**src/rtl/vend_pkg.sv**
```systemverilog
// Shared state encoding and default parameters for the vending machine controller.
package vend_pkg;

  typedef enum logic [1:0] {
    IDLE     = 2'd0,
    CREDIT   = 2'd1,
    DISPENSE = 2'd2,
    REFUND   = 2'd3
  } state_t;

  localparam int CREDIT_W_DEF   = 8;
  localparam int N_ITEMS_DEF    = 4;
  localparam int PRICE_DEF      = 25;
  localparam int STOCK_INIT_DEF = 7;
  localparam int TIMEOUT_DEF    = 16;

endpackage

```
**src/rtl/vend_stock.sv**
```systemverilog
// Per-item stock counters: reload on restock, single decrement per cycle, empty flags.
module vend_stock
  import vend_pkg::*;
#(
  parameter int N_ITEMS    = N_ITEMS_DEF,
  parameter int STOCK_INIT = STOCK_INIT_DEF,
  parameter int SEL_W      = (N_ITEMS > 1) ? $clog2(N_ITEMS) : 1
) (
  input  logic               clk,
  input  logic               reset,
  input  logic               restock,
  input  logic               dec_valid,
  input  logic [SEL_W-1:0]   dec_id,
  output logic [N_ITEMS-1:0] empty
);

  localparam int CNT_W = (STOCK_INIT > 0) ? $clog2(STOCK_INIT + 1) : 1;
  localparam logic [CNT_W-1:0] INIT_C = CNT_W'(STOCK_INIT);

  logic [CNT_W-1:0] stock_r [N_ITEMS];

  // Counter update; restock overrides a coincident decrement
  always_ff @(posedge clk) begin
    if (reset || restock) begin
      for (int i = 0; i < N_ITEMS; i++) begin
        stock_r[i] <= INIT_C;
      end
    end else begin
      for (int i = 0; i < N_ITEMS; i++) begin
        if (dec_valid && (dec_id == SEL_W'(i)) && (stock_r[i] != {CNT_W{1'b0}})) begin
          stock_r[i] <= stock_r[i] - CNT_W'(1);
        end
      end
    end
  end

  // Empty flags decoded from the registered counters
  always_comb begin
    empty = {N_ITEMS{1'b0}};
    for (int i = 0; i < N_ITEMS; i++) begin
      empty[i] = (stock_r[i] == {CNT_W{1'b0}});
    end
  end

endmodule

```
**src/rtl/vend_ctrl.sv**
```systemverilog
// Vending machine controller: coin credit, selection, dispense with timeout, and refund.
module vend_ctrl
  import vend_pkg::*;
#(
  parameter int CREDIT_W   = CREDIT_W_DEF,
  parameter int N_ITEMS    = N_ITEMS_DEF,
  parameter int PRICE      = PRICE_DEF,
  parameter int STOCK_INIT = STOCK_INIT_DEF,
  parameter int TIMEOUT    = TIMEOUT_DEF,
  localparam int SEL_W     = (N_ITEMS > 1) ? $clog2(N_ITEMS) : 1
) (
  input  logic                clk,
  input  logic                reset,
  input  logic                coin_valid,
  input  logic [CREDIT_W-1:0] coin_value,
  input  logic                cancel,
  input  logic                sel_valid,
  input  logic [SEL_W-1:0]    sel_id,
  input  logic                received,
  input  logic                restock,
  output logic                flash,
  output logic                drink_valid,
  output logic [SEL_W-1:0]    drink_id,
  output logic                change_valid,
  output logic [CREDIT_W-1:0] change_amount,
  output logic                coin_reject,
  output logic                sel_err,
  output logic [CREDIT_W-1:0] credit
);

  localparam int TMO_W = $clog2(TIMEOUT + 1);
  localparam logic [CREDIT_W-1:0] PRICE_C    = CREDIT_W'(PRICE);
  localparam logic [CREDIT_W-1:0] CREDIT_MAX = {CREDIT_W{1'b1}};
  localparam logic [TMO_W-1:0]    TMO_LAST   = TMO_W'(TIMEOUT - 1);
  localparam logic [SEL_W:0]      N_ITEMS_C  = (SEL_W + 1)'(N_ITEMS);

  state_t              state_r, state_nxt_s;
  logic [CREDIT_W-1:0] credit_r, credit_nxt_s;
  logic [SEL_W-1:0]    drink_id_r, drink_id_nxt_s;
  logic [TMO_W-1:0]    tmo_r, tmo_nxt_s;
  logic                coin_reject_r, coin_reject_nxt_s;
  logic                sel_err_r, sel_err_nxt_s;
  logic [CREDIT_W:0]   coin_sum_s, tmo_sum_s;
  logic [CREDIT_W-1:0] acc_s, tmo_credit_s;
  logic                sel_ok_s;
  logic                dec_valid_s;
  logic [N_ITEMS-1:0]  empty_s;

  vend_stock #(
    .N_ITEMS    (N_ITEMS),
    .STOCK_INIT (STOCK_INIT),
    .SEL_W      (SEL_W)
  ) u_stock (
    .clk       (clk),
    .reset     (reset),
    .restock   (restock),
    .dec_valid (dec_valid_s),
    .dec_id    (sel_id),
    .empty     (empty_s)
  );

  // Credit datapath: coin added first, saturating timeout credit, purchase eligibility
  always_comb begin
    coin_sum_s = {1'b0, credit_r} + {1'b0, coin_value};
    if (coin_valid && !coin_sum_s[CREDIT_W]) begin
      acc_s = coin_sum_s[CREDIT_W-1:0];
    end else begin
      acc_s = credit_r;
    end
    tmo_sum_s = {1'b0, acc_s} + {1'b0, PRICE_C};
    if (tmo_sum_s[CREDIT_W]) begin
      tmo_credit_s = CREDIT_MAX;
    end else begin
      tmo_credit_s = tmo_sum_s[CREDIT_W-1:0];
    end
    if ({1'b0, sel_id} < N_ITEMS_C) begin
      sel_ok_s = !empty_s[sel_id] && (acc_s >= PRICE_C);
    end else begin
      sel_ok_s = 1'b0;
    end
  end

  // Next-state and next-register values
  always_comb begin
    state_nxt_s       = state_r;
    credit_nxt_s      = credit_r;
    drink_id_nxt_s    = drink_id_r;
    tmo_nxt_s         = tmo_r;
    coin_reject_nxt_s = coin_valid && coin_sum_s[CREDIT_W];
    sel_err_nxt_s     = 1'b0;
    dec_valid_s       = 1'b0;
    case (state_r)
      IDLE: begin
        credit_nxt_s = acc_s;
        if (coin_valid && (coin_value != {CREDIT_W{1'b0}})) begin
          state_nxt_s = CREDIT;
        end else begin
          state_nxt_s = IDLE;
        end
      end
      CREDIT: begin
        credit_nxt_s = acc_s;
        if (cancel) begin
          state_nxt_s = REFUND;
        end else if (sel_valid) begin
          if (sel_ok_s) begin
            credit_nxt_s   = acc_s - PRICE_C;
            dec_valid_s    = 1'b1;
            drink_id_nxt_s = sel_id;
            tmo_nxt_s      = {TMO_W{1'b0}};
            state_nxt_s    = DISPENSE;
          end else begin
            sel_err_nxt_s = 1'b1;
          end
        end else begin
          state_nxt_s = CREDIT;
        end
      end
      DISPENSE: begin
        credit_nxt_s = acc_s;
        tmo_nxt_s    = tmo_r + TMO_W'(1);
        if (received) begin
          if (acc_s != {CREDIT_W{1'b0}}) begin
            state_nxt_s = REFUND;
          end else begin
            state_nxt_s = IDLE;
          end
        end else if (tmo_r == TMO_LAST) begin
          credit_nxt_s = tmo_credit_s;
          state_nxt_s  = REFUND;
        end else begin
          state_nxt_s = DISPENSE;
        end
      end
      REFUND: begin
        coin_reject_nxt_s = coin_valid;
        credit_nxt_s      = {CREDIT_W{1'b0}};
        state_nxt_s       = IDLE;
      end
      default: begin
        credit_nxt_s = {CREDIT_W{1'b0}};
        state_nxt_s  = IDLE;
      end
    endcase
  end

  // State and output registers
  always_ff @(posedge clk) begin
    if (reset) begin
      state_r       <= IDLE;
      credit_r      <= {CREDIT_W{1'b0}};
      drink_id_r    <= {SEL_W{1'b0}};
      tmo_r         <= {TMO_W{1'b0}};
      coin_reject_r <= 1'b0;
      sel_err_r     <= 1'b0;
    end else begin
      state_r       <= state_nxt_s;
      credit_r      <= credit_nxt_s;
      drink_id_r    <= drink_id_nxt_s;
      tmo_r         <= tmo_nxt_s;
      coin_reject_r <= coin_reject_nxt_s;
      sel_err_r     <= sel_err_nxt_s;
    end
  end

  assign flash         = (state_r == IDLE);
  assign drink_valid   = (state_r == DISPENSE);
  assign drink_id      = drink_valid ? drink_id_r : {SEL_W{1'b0}};
  assign change_valid  = (state_r == REFUND);
  assign change_amount = change_valid ? credit_r : {CREDIT_W{1'b0}};
  assign coin_reject   = coin_reject_r;
  assign sel_err       = sel_err_r;
  assign credit        = credit_r;

endmodule

```
**config.mk**
```make
export PLATFORM = sky130hd
export DESIGN_NAME = vend_ctrl
export DESIGN_NICKNAME = d
export VERILOG_FILES = /design/src/rtl/vend_pkg.sv /design/src/rtl/vend_stock.sv /design/src/rtl/vend_ctrl.sv
export SDC_FILE = /design/constraint.sdc
export NUM_CORES = 1
export LEC_CHECK = 0
export CAP_MARGIN = 20
export CORE_ASPECT_RATIO = 2
export CORE_MARGIN = 2
export CORE_UTILIZATION = 51
export DETAILED_ROUTE_END_ITERATION = 6
export PLACE_DENSITY = 0.77
export SYNTH_ARGS = -nofsm -noshare
export SYNTH_HDL_FRONTEND = slang
export SYNTH_SLANG_ARGS = --single-unit
```
**constraint.sdc**
```tcl
create_clock -name clk -period 4.2 [get_ports clk]
set_input_delay 1.26 -clock clk [delete_from_list [all_inputs] [get_ports clk]]
set_output_delay 1.26 -clock clk [all_outputs]
set_load 0.01 [all_outputs]
```
==> impl_metrics.tcl <==
set metrics [dict create \
    synth_edf_count 12 \
    min_from "drink_id_r[0]$_SDFFE_PP0P_" \
    status "complete, no violations" \
    ys.flop_type "dfxtp_1" \
    avgSynthCellArea_sq_um 8.285 \
    period_needed_ps 4065 \
    dp.cells 525 \
    synth_common_cells "27 x nand2_1, 23 x nor2_1, 21 x a21oi_1, 21 x ha_1, 19 x dfxtp_1" \
    hold_path.class "register to register" \
    cp-end-kind "register" \
    final.setup.tns_ps 0 \
    globalRouteOverflowTotal 0 \
    yosys_warnings 0 \
    numCtsBuffers 5 \
    drive_gt1_share_pct 27.85 \
    worst_r2r_startpoint "credit[0]$_SDFF_PP0_" \
    rows 39 \
    grt_usage_pct 32.61 \
    drv_cap 0 \
    tightest_slew_ps 838.4 \
    vias 3432 \
    setup_violations 0 \
    clock_skew_ps 1.552 \
    dieWidth_um 58.23 \
    wl_per_cell_um 19.96 \
    p_per_area_nw_per_um2 562.9 \
    startpoint "coin_value[3]" \
    synthArstFlopShare_pct 0 \
    antenna_left 0 \
    cts_tree "yes" \
    die_h_um 112.5 \
    vias_per_cell 6.415 \
    port_buffers 39 \
    start_util_pct 52.53 \
    regToRegSetupSlack_ps 950 \
    seq_area_frac_synth_pct 24.70 \
    dp_hpwl_mm 8.248 \
    synthCells 362 \
    grt_max_degree 21 \
    clkLatencyLatePin_ps 280 \
    met2_usage_pct 60.15 \
    final_cells 535 \
    grt_pass1_wl_mm 16.26 \
    totalWireLength_mm 10.68 \
    seqCellArea_sq_um 740.7 \
    yosysMostFrequentCell "nand2_1" \
    syn-num-nets 401 \
    crit_fanout 5 \
    ys_ff_latch 31 \
    core_area_sq_um 5709 \
    fillers 460 \
    yosysTopAreaCellShare_pct 12.68 \
    max_freq_mhz 246.0 \
    critPathKind "input pin to register" \
    cts-root-buf "clkbuf_16" \
    gp_congestion 0.9654 \
    area_growth_pct 42.76 \
    nNetsFinal 512 \
    crit_arrival_ps 4240 \
    finalMaxSlewViolations 0 \
    yosysUniqueCellTypes 72 \
    antenna_found_initial 0 \
    p_total_mw 2.410 \
    ir_drop_mv 0.5063 \
    ctsHoldBuffers 0 \
    cts_max_level 2 \
    die_area_sq_um 6547 \
    critPathRequiredTime_ps 4370 \
    first_iter_violations 207 \
    clock_path_buffers 2 \
    hold_viol 0 \
    timing.hold.ws_ps 477.2 \
    fin_area_sq_um 4282 \
    synthTopCellsByArea "dfxtp_1 13%, edfxtp_1 12%, ha_1 8.8%" \
    slew_headroom_pct 43.93 \
    clkSlewWorstSetupHoldPaths_ps 50 \
    cp-start-kind "input pin" \
    globalRouteMet1Util_pct 29.94 \
    grt_pass1_vias 3477 \
    first_pass_iters 4 \
    antenna_cells 0 \
    placed_area_sq_um 4013 \
    synth_top_area_cell "dfxtp_1" \
    grt.busiest_layer "met2" \
    grt_util_met3_pct 3.571 \
    finalCritPeriodShare_pct 96.79 \
    power_leakage_nw 1.818 \
    syn-cell-area_sq_um 2999 \
    multi_input_area_sq_um 2265 \
    clock_sinks 31 \
    drc 0 \
    num_io_pins 40 \
]
-- area by class of cell --
class | count | share of cell area, %
Timing Repair Buffer | 117 | 23.17
Clock buffer | 5 | 2.922
Tap cell | 61 | 1.783
Sequential cell | 31 | 17.30
Multi-Input combinational cell | 300 | 52.89
Inverter | 18 | 1.578
Clock inverter | 3 | 0.3507
-- critical path: stages --
cell and delay (ps):
clkdlybuf4s50_1 430, ha_1 360, a21oi_2 80, buf_4 140
a21oi_1 400, buf_4 210, nor2_2 60, a21oi_1 340
buf_4 190, a21oi_1 60, buf_4 150, or4_1 470
o311ai_1 90
-- metrics by stage --
stage | setup slack [ps] | util, %
floorplan | 16.18 | -
global placement | -323.1 | 70.28
detailed placement | -422.7 | 70.28
CTS | 8.438 | 72.87
global route | -29.67 | 74.99
finish | 134.9 | 74.99
-- logic make-up after synthesis --
kind of cell,share of synthesized area [%]
AO/OA/AOI/OAI,27.37
XOR/XNOR,1.752
adder cells (fa/ha/maj),9.428
buffers and inverters,4.714
flip-flops,24.70
multiplexers,5.590
AND/OR/NAND/NOR,26.45
-- placed cells by master (no fill, tap or decap), drive strengths merged, types with 6 or more instances in the layout --
cell / count
a211oi: 9
a21oi: 23
and3: 13
buf: 78
clkdlybuf4s50: 34
dfxtp: 19
edfxtp: 12
ha: 21
inv: 18
mux2: 6
mux2i: 10
nand2: 27
nand3: 15
nand4: 12
nor2: 26
nor2b: 7
nor3: 12
nor3b: 7
nor4: 8
o211ai: 9
o21ai: 16
-- power breakdown --
part	internal, mW	switching, mW
sequential	0.348	0.0818
combinational	0.796	0.834
clock	0.216	0.134
-- per-layer routing --
metal  share of wire (%)  vias up
li1                    -     1624
met4                 8.4        0
met1                  33     1616
met3                 3.6       57
met5                   0        -
met2                  55      135
-- registers in the layout, summed over array words and instances, names as in the netlist --
signal,cells
drink_id_r,2
tmo_r,5
sel_err,1
credit,8
state_r,2
u_stock.stock_r,12
coin_reject,1
-- path summary, 6_finish.rpt --
path,endpoint,cells after the start
worst min-delay path,drink_id_r[0]$_SDFFE_PP0P_,2
worst min register to register,drink_id_r[0]$_SDFFE_PP0P_,2
worst max register to register,credit[6]$_SDFF_PP0_,13
worst max-delay path,credit[6]$_SDFF_PP0_,13
-- repair_timing --
| action | 4_1_cts | 5_1_grt |
|---|---|---|
| cloned | 0 | 1 |
| setup buffers | 0 | 1 |
| endpoints found under the setup margin | 36 | 42 |
| resized for setup | 2 | 21 |
| pin swaps | 1 | 16 |
Power figures use the tool's default switching activity.
